--- config.mk ---
export PLATFORM = sky130hd
export DESIGN_NAME = accel_spi_responder
export DESIGN_NICKNAME = d
export VERILOG_FILES = /design/src/rtl/accel_spi_responder.sv
export SDC_FILE = /design/constraint.sdc
export NUM_CORES = 1
export LEC_CHECK = 0
export CORE_MARGIN = 2
export CORE_UTILIZATION = 55
export CTS_CLUSTER_DIAMETER = 120
export CTS_CLUSTER_SIZE = 10
export DETAILED_ROUTE_END_ITERATION = 8
export PLACE_DENSITY_LB_ADDON = 0.2
export SYNTH_ARGS = -nofsm -noshare
export SYNTH_HDL_FRONTEND = slang
export SYNTH_SLANG_ARGS = --single-unit
export TNS_END_PERCENT = 20
--- constraint.sdc ---
create_clock -name clk -period 57.7 [get_ports clk]
set_input_delay 11.54 -clock clk [delete_from_list [all_inputs] [get_ports clk]]
set_output_delay 11.54 -clock clk [all_outputs]
set_load 0.02 [all_outputs]
--- src/rtl/accel_spi_responder.sv ---
`timescale 1ns/1ps
// Mode-3 SPI slave emulating the accelerometer register-read interface (64 x 8 register file).
// Define SPI_DRDY_INT_EN to enable the data-ready interrupt on int1; otherwise int1 is tied low.
module accel_spi_responder #(
    parameter logic [7:0] DEVID       = 8'hE5,
    parameter int         SYNC_STAGES = 2
) (
    input  logic        clk,
    input  logic        reset,
    input  logic        spi_clk,
    input  logic        spi_csn,
    input  logic        spi_sdi,
    output logic        spi_sdo,
    output logic        spi_sdo_oe,
    input  logic [15:0] sample_x,
    input  logic [15:0] sample_y,
    input  logic [15:0] sample_z,
    input  logic        sample_valid,
    output logic        reg_wr_strobe,
    output logic [5:0]  reg_wr_addr,
    output logic [7:0]  reg_wr_data,
    output logic        busy,
    output logic        int1
);

    typedef enum logic [1:0] {IDLE, CMD, RD, WR} state_t;

    state_t                 state, state_next;
    logic [SYNC_STAGES-1:0] sck_sync, csn_sync, sdi_sync;
    logic                   sck_d, csn_d;
    logic                   sck_s, csn_s, sdi_s;
    logic                   start_evt, stop_evt, sck_rise, sck_fall;
    logic [2:0]             bit_cnt;
    logic [6:0]             shift_in;
    logic [7:0]             shift_out;
    logic [7:0]             rx_byte, rd_data;
    logic [5:0]             addr, next_addr, ld_addr;
    logic                   mb, byte_done, addr_is_snap, wr_blocked;
    logic [7:0]             regfile [64];
    logic [15:0]            live_x, live_y, live_z;
    logic [15:0]            shadow_x, shadow_y, shadow_z;

    // Synchronizers reset to the bus idle levels so reset release creates no spurious edges.
    // NOTE: sequential state uses non-blocking (<=) so every flop samples pre-edge values.
    always_ff @(posedge clk or posedge reset) begin
        if (reset) begin
            sck_sync <= '1;
            csn_sync <= '1;
            sdi_sync <= '0;
            sck_d    <= 1'b1;
            csn_d    <= 1'b1;
        end else begin
            sck_sync <= {sck_sync[SYNC_STAGES-2:0], spi_clk};
            csn_sync <= {csn_sync[SYNC_STAGES-2:0], spi_csn};
            sdi_sync <= {sdi_sync[SYNC_STAGES-2:0], spi_sdi};
            sck_d    <= sck_sync[SYNC_STAGES-1];
            csn_d    <= csn_sync[SYNC_STAGES-1];
        end
    end

    assign sck_s     = sck_sync[SYNC_STAGES-1];
    assign csn_s     = csn_sync[SYNC_STAGES-1];
    assign sdi_s     = sdi_sync[SYNC_STAGES-1];
    assign start_evt = csn_d & ~csn_s;
    assign stop_evt  = ~csn_d & csn_s;
    assign sck_rise  = ~sck_d & sck_s & ~csn_s;
    assign sck_fall  = sck_d & ~sck_s & ~csn_s;

    assign rx_byte      = {shift_in, sdi_s};
    assign byte_done    = sck_rise && (bit_cnt == 3'd7);
    assign addr_is_snap = (addr >= 6'h32) && (addr <= 6'h37);
    assign wr_blocked   = (addr == 6'h00) || addr_is_snap;
    assign next_addr    = mb ? addr + 6'd1 : addr;
    assign ld_addr      = (state == CMD) ? rx_byte[5:0] : next_addr;

    // Byte to present next: the commanded address on entry to RD, the following one afterwards.
    // NOTE: every always_comb output gets a default first so no latch is inferred.
    always_comb begin
        rd_data = regfile[ld_addr];
        case (ld_addr)
            6'h00:   rd_data = DEVID;
            6'h32:   rd_data = shadow_x[7:0];
            6'h33:   rd_data = shadow_x[15:8];
            6'h34:   rd_data = shadow_y[7:0];
            6'h35:   rd_data = shadow_y[15:8];
            6'h36:   rd_data = shadow_z[7:0];
            6'h37:   rd_data = shadow_z[15:8];
            default: ;
        endcase
    end

    always_ff @(posedge clk or posedge reset) begin
        if (reset) state <= IDLE;
        else       state <= state_next;
    end

    always_comb begin
        state_next = state;
        case (state)
            IDLE:    if (start_evt) state_next = CMD;
            CMD:     if (byte_done) state_next = rx_byte[7] ? RD : WR;
            default: ;
        endcase
        if (stop_evt) state_next = IDLE;
    end

    // NOTE: the register file is reset along with everything else, so it stays in flops.
    always_ff @(posedge clk or posedge reset) begin
        if (reset) begin
            bit_cnt       <= '0;
            shift_in      <= '0;
            shift_out     <= '0;
            addr          <= '0;
            mb            <= 1'b0;
            reg_wr_strobe <= 1'b0;
            reg_wr_addr   <= '0;
            reg_wr_data   <= '0;
            live_x        <= '0;
            live_y        <= '0;
            live_z        <= '0;
            shadow_x      <= '0;
            shadow_y      <= '0;
            shadow_z      <= '0;
            for (int i = 0; i < 64; i++) regfile[i] <= '0;
        end else begin
            reg_wr_strobe <= 1'b0;
            if (sample_valid) begin
                live_x <= sample_x;
                live_y <= sample_y;
                live_z <= sample_z;
            end
            if (start_evt) begin
                shadow_x <= live_x;
                shadow_y <= live_y;
                shadow_z <= live_z;
                bit_cnt  <= '0;
            end
            if (stop_evt) begin
                bit_cnt <= '0;
            end else begin
                case (state)
                    CMD: if (sck_rise) begin
                        shift_in <= rx_byte[6:0];
                        bit_cnt  <= bit_cnt + 3'd1;
                        if (bit_cnt == 3'd7) begin
                            mb   <= rx_byte[6];
                            addr <= rx_byte[5:0];
                            if (rx_byte[7]) shift_out <= rd_data;
                        end
                    end
                    // Bit7 of each byte is already on SDO when the byte starts, so its first fall holds.
                    RD: if (sck_rise) begin
                        bit_cnt <= bit_cnt + 3'd1;
                        if (bit_cnt == 3'd7) begin
                            addr      <= next_addr;
                            shift_out <= rd_data;
                        end
                    end else if (sck_fall && bit_cnt != 3'd0) begin
                        shift_out <= {shift_out[6:0], 1'b0};
                    end
                    WR: if (sck_rise) begin
                        shift_in <= rx_byte[6:0];
                        bit_cnt  <= bit_cnt + 3'd1;
                        if (bit_cnt == 3'd7) begin
                            addr <= next_addr;
                            if (!wr_blocked) begin
                                regfile[addr] <= rx_byte;
                                reg_wr_strobe <= 1'b1;
                                reg_wr_addr   <= addr;
                                reg_wr_data   <= rx_byte;
                            end
                        end
                    end
                    default: ;
                endcase
            end
        end
    end

    assign busy       = (state != IDLE);
    assign spi_sdo_oe = (state == RD);
    assign spi_sdo    = (state == RD) & shift_out[7];

`ifdef SPI_DRDY_INT_EN
    logic drdy_flag;

    // Set wins over a coincident clear; bit7 of 0x2E only masks the pin, not the flag.
    always_ff @(posedge clk or posedge reset) begin
        if (reset)                                       drdy_flag <= 1'b0;
        else if (sample_valid)                           drdy_flag <= 1'b1;
        else if (state == RD && byte_done && addr_is_snap) drdy_flag <= 1'b0;
    end

    assign int1 = drdy_flag & regfile[6'h2E][7];
`else
    assign int1 = 1'b0;
`endif

endmodule

==> results.toml, run 1 <==
[worst_setup_path]
slowest_stage = "buf_4"
required_ns = 58.26
worstPathMaxFanout = 167
end_kind = "asynchronous set/reset pin"
path_class = "in -> async"
worstSetupStartpointType = "input port"
path_cells = "clkdlybuf4s50_1 -> inv_8 -> buf_12 -> buf_4"
crit_arrival_ns = 14.47
slowest_delay_ns = 0.95

[cts]
post_cts_buffers = 0
insertion_delay_ns = 0.62
root_buffer = "clkbuf_16"
cts_hold_buf = 0
cts_tree = "yes"
clkSinkCount = 648
cts_resized = 0
path_clk_slew_ns = 0.05
cts_made_buffers = 74
clockBufferDepth = 3
htreeDepth = 3

[global_routing]
grt_use_total_pct = 29.22
grt_max_degree = 173
grt_use_met3_pct = 5.024
antenna_found_initial = 0
grt_util_met2_pct = 46.30
use_met1_pct = 40.26
overflow = 0
grt.busiest_layer = "met2"
grt_pass1_vias = 20614
grt_pass1_wl_um = 124700

[die]
die_w_um = 236.5
rows = 85
fp.dieH_um = 236.5
dieArea_um2 = 55920
io_pins = 73
core_um2 = 53600
initial_utilization_pct = 55.46

[flow_run]
cap_violations = 0

[detailed_routing]
wl_per_cell_um = 25.35
wl_um = 80520
vias = 20139
via_per_inst = 6.341
ant_nets = 0
firstDrtPassIters = 7
first_iter_violations = 1823
drc = 0

[timing]
finalCritPeriodShare_pct = 24.10
setup_ws_ns = 43.80
max_freq_mhz = 71.92
finalMaxSlewViolations = 0
setup-tns-final_ns = 0
rsz0062_at_grt = "false"
layout_min_cycle_time_ns = 13.90
finalSetupViolCount = 0
hold_viol = 0
whs_ns = 0.3382
clock_skew_ns = 0.03896
worstMarginPinSlew_ns = 1.086
slew_headroom_pct = 27.57

[finish]
stdcell_area_um2 = 32800
nFillCells = 4276
nets = 2527
multiInputGateArea_um2 = 12550
n_antenna_cell = 0
stdcell_count = 3176
layout-drive-gt1-share_pct = 31.90
fin_util_pct = 61.20
register_area_um2 = 16230
syn_to_final_growth_pct = 10.35

[pwr]
power_frac_comb_pct = 28.7
p_clk_share_pct = 33.0
switching_power_mw = 0.4470
p_per_area_nw_per_um2 = 38.21
ir_drop_uv = 32.72
swShare_pct = 35.66
p_seq_share_pct = 38.3
p_total_mw = 1.253
p_leak_nw = 15.42
p_int_mw = 0.8064

[synth]
synth-edff-count = 0
ys_types = 71
syn_nets = 2547
syn_area_per_cell_um2 = 11.98
synth-seq-area-share_pct = 54.58
async_reset_ff_share_pct = 100.0
yosysTopAreaCell = "dfrtp_1"
synth_ff_type = "dfrtp_1"
synth_warnings = 0
synth_top_area_share_pct = 54.05
synthCells = 2481
synth-seq-cells = 648
synthTopCellsByArea = "dfrtp_1, mux2_2, nand2_1"
syn_area_um2 = 29720

[run_status]
status = "finished clean"

[worst_hold_path]
hold_path.class = "reg -> reg"

[place]
place_ws_ns = 43.07
dp.cells = 3081
gp_congestion = 0.8956
io_buffers = 71
placed_cell_area_um2 = 30790
hpwl_um = 50520
state kept, by name (all words and copies together) (netlist names), 3 cells and up, named ones only:
register,flops
regfile,502
live_x,16
live_y,16
live_z,16
shadow_x,16
shadow_y,16
shadow_z,16
reg_wr_data,8
shift_out,8
shift_in,7
reg_wr_addr,6
addr,5
bit_cnt,3
cell usage after synthesis, drive strengths merged (2+ instances only):
cell type,n
and2,5
nor4b,2
nor2b,5
o22ai,5
nor3,23
ha,12
buf,86
dfrtp,642
inv,12
and4,2
nor4,10
o21a,5
mux2,585
a22oi,17
a221oi,6
a2111oi,2
and3,9
or3,3
a221o,4
clkbuf,127
dfstp,6
a21oi,63
o31ai,2
nand4,19
a32o,2
mux4,23
nand2,385
o21ai,28
o211ai,5
a31oi,20
a32oi,20
nor2,81
nand2b,2
or2,2
o21bai,2
o22a,2
nand3b,5
o2111ai,3
mux2i,71
nand3,156
o311ai,4
a21o,3
metal layers:
metal / vias to the layer above / part of all wire [%]
li1: 8666 / -
met3: 198 / 6.4
met4: 0 / 4.1
met2: 801 / 47
met5: - / 0
met1: 10474 / 43
power by group through the flow:
stage               combinational, mW  clock, mW  sequential (mW)
floorplan                       0.221          0            0.485
global placement                0.348          0            0.488
detailed placement              0.352          0            0.488
CTS                             0.353      0.420            0.480
global route                    0.378      0.439            0.482
finish                          0.360      0.413            0.480
path summary, 6_finish.rpt:
kind,from,to,slack (ns),depth (start not counted)
max,reset,regfile[291],43.80,4
min,sck_sync[0],sck_sync[1],0.34,0
max reg2reg,addr[1],shift_out[3],52.16,13
min reg2reg,sck_sync[0],sck_sync[1],0.34,0
max in group clk,state[0],spi_sdo,43.80,5
min in group asynchronous,reset,sdi_sync[0],11.48,2
placed cells by master (no fill, tap or decap), types with 11 or more instances in the layout:
cell type | synthesis | routed
buf_4 | 9 | 44
nand2_1 | 385 | 385
clkbuf_16 | 0 | 77
nand4_1 | 19 | 19
mux2_2 | 585 | 585
a32oi_1 | 20 | 20
clkbuf_1 | 126 | 15
a31oi_1 | 20 | 20
nor3_1 | 21 | 21
mux4_2 | 23 | 23
dfrtp_1 | 642 | 634
a22oi_1 | 17 | 17
a21oi_1 | 63 | 63
nor2_2 | 26 | 26
mux2i_1 | 71 | 71
clkdlybuf4s50_1 | 0 | 70
ha_1 | 12 | 11
nand3_1 | 156 | 156
nor2_1 | 54 | 54
o21ai_0 | 23 | 22
final cells by class:
cell class,instances,share of cell area [%]
Clock buffer,93,6.088
Multi-Input combinational cell,1607,38.26
Clock inverter,2,0.05340
Tap cell,696,2.655
Timing Repair Buffer,117,3.280
Inverter,13,0.1717
Sequential cell,648,49.49
logic make-up after synthesis:
group / synth area share, %
compound gates: 4.428
fa+ha+maj: 0.5051
flops: 54.58
other cells: 0.01262
buf+inv: 3.346
simple gates: 10.78
mux: 26.30
xor+xnor: 0.05474
critical path, delay by kind of cell:
kind | cells | cell delay (ns)
buffers and inverters | 4 | 2.72
No activity file was read; power rests on OpenSTA's default activity.
==> run 2, diff against run 1 <==
- clock period: 57.7 -> 14.1 ns (I/O delays scaled with it)
==> results.toml, run 2 (synthesis results as in run 1) <==
[run_status]
status = "finished clean"

[cts]
path_clk_slew_ns = 0.06
clockBufferDepth = 3
post_cts_buffers = 0
clkSinkCount = 648
insertion_delay_ns = 0.63
cts_hold_buf = 0
cts_resized = 0
root_buffer = "clkbuf_16"
htreeDepth = 3
cts_made_buffers = 74
cts_tree = "yes"

[worst_setup_path]
crit_cells = 4
cpLargestDelayFamily = "buffers and inverters"
cp.buffers_inverters = 2
startpoint = "state[0]"
end_kind = "output port"
slowest_stage = "clkdlybuf4s50_1"
worstSetupStartpointType = "flop"
path_class = "reg -> out"
path_cells = "inv_1 -> ha_1 -> and2_1 -> clkdlybuf4s50_1"
rr_startpoint = "state[1]"
worstPathMaxFanout = 7
ff2ff_path_depth = 12
slowest_delay_ns = 0.64
crit_arrival_ns = 2.55
required_ns = 11.28

[pwr]
power_frac_comb_pct = 28.6
p_clk_share_pct = 33.1
p_per_area_nw_per_um2 = 156.9
swShare_pct = 36.41
p_total_mw = 5.136
p_leak_nw = 15.38
p_int_mw = 3.266
switching_power_mw = 1.870
ir_drop_uv = 125.3
p_seq_share_pct = 38.3

[worst_hold_path]
holdPathStages = 0
hold_start = "sdi_sync[0]"
hold_path.class = "reg -> reg"

[finish]
largest_register_ffs = 502
stdcell_area_um2 = 32740
final_common_cell = "dfrtp_1"
layout-drive-gt1-share_pct = 31.82
mostFrequentLayoutCells = "dfrtp_1, mux2_2, nand2_1, nand3_1, clkbuf_16"
syn_to_final_growth_pct = 10.13
nets = 2520
largest_register = "regfile"
multiInputGateArea_um2 = 12550
nFillCells = 4248
register_area_um2 = 16230
n_antenna_cell = 0

[global_routing]
grt_max_degree = 186
grt_use_total_pct = 29.35
grt_pass1_vias = 20208
antenna_found_initial = 0
overflow = 0
use_met1_pct = 39.56
grt_pass1_wl_um = 124200
grt_util_met2_pct = 47.90
grt.busiest_layer = "met2"
grt_use_met3_pct = 5.188

[die]
die_w_um = 236.5
initial_utilization_pct = 55.46
rows = 85
io_pins = 73
fp.dieH_um = 236.5
core_um2 = 53600
dieArea_um2 = 55920

[place]
placed_cell_area_um2 = 30720
gp_congestion = 0.9025
io_buffers = 71
hpwl_um = 51320

[timing]
hold_viol = 0
worstMarginPinSlew_ns = 1.181
slew_headroom_pct = 19.23
finalMaxSlewViolations = 0
rsz0062_at_grt = "false"
clock_skew_ns = 0.02085
setup-tns-final_ns = 0
finalCritPeriodShare_pct = 38.09
layout_min_cycle_time_ns = 5.371
finalSetupViolCount = 0
max_freq_mhz = 186.2

[detailed_routing]
via_per_inst = 6.343
ant_nets = 0
firstDrtPassIters = 5
drc = 0
wl_per_cell_um = 25.59
vias = 20083
first_iter_violations = 2068
wl_um = 81010

[flow_run]
cap_violations = 0
## run 2: cell types whose count changed in the layout (fill, tap and decap cells not counted)
cell / previous run / this run
clkbuf_16: 77 / 74
inv_8: 1 / 0
inv_16: 0 / 4
buf_12: 2 / 1
buf_4: 44 / 38
clkinv_8: 0 / 1
clkinvlp_4: 0 / 1
clkbuf_1: 15 / 10
## run 2: path summary, 6_finish.rpt
path                                   to  slack (ns)
max reg2reg                  shift_out[3]        8.98
min                           sdi_sync[1]        0.35
min in group asynchronous  reg_wr_data[4]        2.81
max                               spi_sdo        8.73
min reg2reg                   sdi_sync[1]        0.35
max in group asynchronous     shift_in[4]        8.77
## run 2: power groups by stage
| stage | registers, mW | clock network (mW) | logic (mW) |
|---|---|---|---|
| after floorplan | 1.98 | 0 | 0.905 |
| after global placement | 2.00 | 0 | 1.42 |
| after detailed placement | 2.00 | 0 | 1.43 |
| after CTS | 1.97 | 1.72 | 1.44 |
| after global routing | 1.97 | 1.80 | 1.54 |
| final | 1.97 | 1.70 | 1.47 |
## run 2: final cells by class
type                            count  share of cell area [%]
Clock inverter                      7                  0.3478
Timing Repair Buffer              110                   3.088
Tap cell                          696                   2.660
Inverter                           13                  0.1605
Clock buffer                       85                   5.814
Multi-Input combinational cell   1607                   38.34
Sequential cell                   648                   49.59
## run 2: routing by layer
metal	vias to the layer above	wire, µm
met2	746	39170
met3	169	5041
met5	-	0
met4	0	3186
li1	8671	-
met1	10497	33610
## run 2: stage by stage
step	instances	setup slack, ns	hold WS (ns)	utilization, %
finish	3166	8.729	0.3485	61.07
global route	3166	8.291	0.3573	61.07
CTS	3166	8.647	0.3486	61.07
detailed placement	3074	7.977	0.3346	57.31
global placement	3074	8.051	0.3332	57.31
floorplan	2481	2.430	0.3312	-
==> run 3, diff against run 2 <==
- clock period: 14.1 -> 5 ns (I/O delays scaled with it)
==> results.toml, run 3 (synthesis results as in run 1) <==
[pwr]
power_frac_comb_pct = 29.0
p_int_mw = 9.369
p_seq_share_pct = 38.2
p_clk_share_pct = 32.8
switching_power_mw = 5.343
p_per_area_nw_per_um2 = 445.6
swShare_pct = 36.32
ir_drop_uv = 355.7
p_leak_nw = 15.52

[worst_setup_path]
required_ns = 5.53
rrSetupSlack_ns = 0.70
path_cells = "clkinv_1 -> ha_1 -> mux2i_1 -> o21ai_4 -> nor2_1 -> nand3_1 -> o21ai_1 -> o21bai_1 -> a221oi_1 -> a31oi_1"
crit_cells = 10
end_kind = "flop"
r2r_end = "shift_out[5]"
cp.buffers_inverters = 1
rr_startpoint = "addr[0]"
worstPathMaxFanout = 17
crit_arrival_ns = 4.83
cpLargestDelayFamily = "simple AND/OR/NAND/NOR gates"
startpoint = "addr[0]"
ff2ff_path_depth = 10
slowest_stage = "nor2_1"
crit_path_end = "shift_out[5]"
worstSetupStartpointType = "flop"
slowest_delay_ns = 0.89
path_class = "reg -> reg"

[finish]
largest_register_ffs = 502
nets = 2543
n_antenna_cell = 0
final_common_cell = "dfrtp_1"
fin_util_pct = 61.60
largest_register = "regfile"
syn_to_final_growth_pct = 11.07
mostFrequentLayoutCells = "dfrtp_1, mux2_2, nand2_1, nand3_1, clkbuf_16"
layout-drive-gt1-share_pct = 32.37

[cts]
cts_made_buffers = 74
clockBufferDepth = 3
path_clk_slew_ns = 0.06
post_cts_buffers = 0
insertion_delay_ns = 0.63
cts_resized = 0
cts_tree = "yes"
clkSinkCount = 648
cts_hold_buf = 0
root_buffer = "clkbuf_16"
htreeDepth = 3

[global_routing]
grt_use_total_pct = 31.61
grt_pass1_vias = 20648
overflow = 0
grt_pass1_wl_um = 132500
antenna_found_initial = 0
grt_max_degree = 110

[worst_hold_path]
hold_path.class = "reg -> reg"
holdPathStages = 0
hold_start = "sdi_sync[0]"

[timing]
hold_viol = 0
setup-tns-final_ns = 0
finalMaxSlewViolations = 0
rsz0062_at_grt = "false"
max_freq_mhz = 232.5
slew_headroom_pct = 11.72
finalCritPeriodShare_pct = 86.04
layout_min_cycle_time_ns = 4.302
clock_skew_ns = 0.03116
worstMarginPinSlew_ns = 1.314
finalSetupViolCount = 0

[die]
initial_utilization_pct = 55.46
io_pins = 73
dieArea_um2 = 55920
die_w_um = 236.5
core_um2 = 53600
rows = 85
fp.dieH_um = 236.5

[detailed_routing]
drc = 0
ant_nets = 0
vias = 20220
wl_per_cell_um = 27.18
via_per_inst = 6.329
first_iter_violations = 2140
wl_um = 86850
firstDrtPassIters = 5

[flow_run]
cap_violations = 0

[place]
gp_congestion = 0.9707
hpwl_um = 57800
io_buffers = 71

[run_status]
status = "finished clean"
## run 3: worst min path at each step
stage,slack [ns],end
final,0.35,sdi_sync[1]
after CTS,0.35,sdi_sync[1]
after detailed placement,0.34,sdi_sync[1]
after global routing,0.36,sdi_sync[1]
after floorplan,0.33,sdi_sync[1]
after global placement,0.34,sdi_sync[1]
## run 3: final cells by class
class	instances	area, µm²
flip-flops and latches	648	16230
well taps	696	870.8
fillers	4306	20580
multi-input cells	1607	12550
clock buffers	93	1976
inverters	13	52.55
clock inverters	5	62.56
repair buffers	133	1271
## run 3: power groups by stage
stage	registers [mW]	logic [mW]	clock network, mW
after global routing	5.63	4.47	5.12
after CTS	5.61	4.20	4.89
after detailed placement	5.70	4.18	0
after global placement	5.70	4.16	0
after floorplan	5.60	2.55	0
final	5.61	4.27	4.83
## run 3: metal layers
metal	vias to the layer above	GRT usage [%]	wire, µm
met5	-	0	0
met2	821	50.17	40670
met3	219	5.514	5494
met4	0	15.98	5028
met1	10466	42.19	35650
li1	8714	-	-
## run 3: stage by stage
step | cell area [µm²] | hold WS (ns) | cells | setup slack [ns] | total power, mW
2_1_floorplan | 29730 | 0.3312 | 2481 | -4.850 | 8.148
3_3_place_gp | 30980 | 0.3355 | 3097 | 0.9562 | 9.861
3_5_place_dp | 30980 | 0.3401 | 3097 | 0.8537 | 9.882
4_1_cts | 33020 | 0.3535 | 3195 | 0.8156 | 14.70
5_1_grt | 33020 | 0.3630 | 3195 | 0.4404 | 15.23
6_report | 33020 | 0.3531 | 3195 | 0.6981 | 14.71
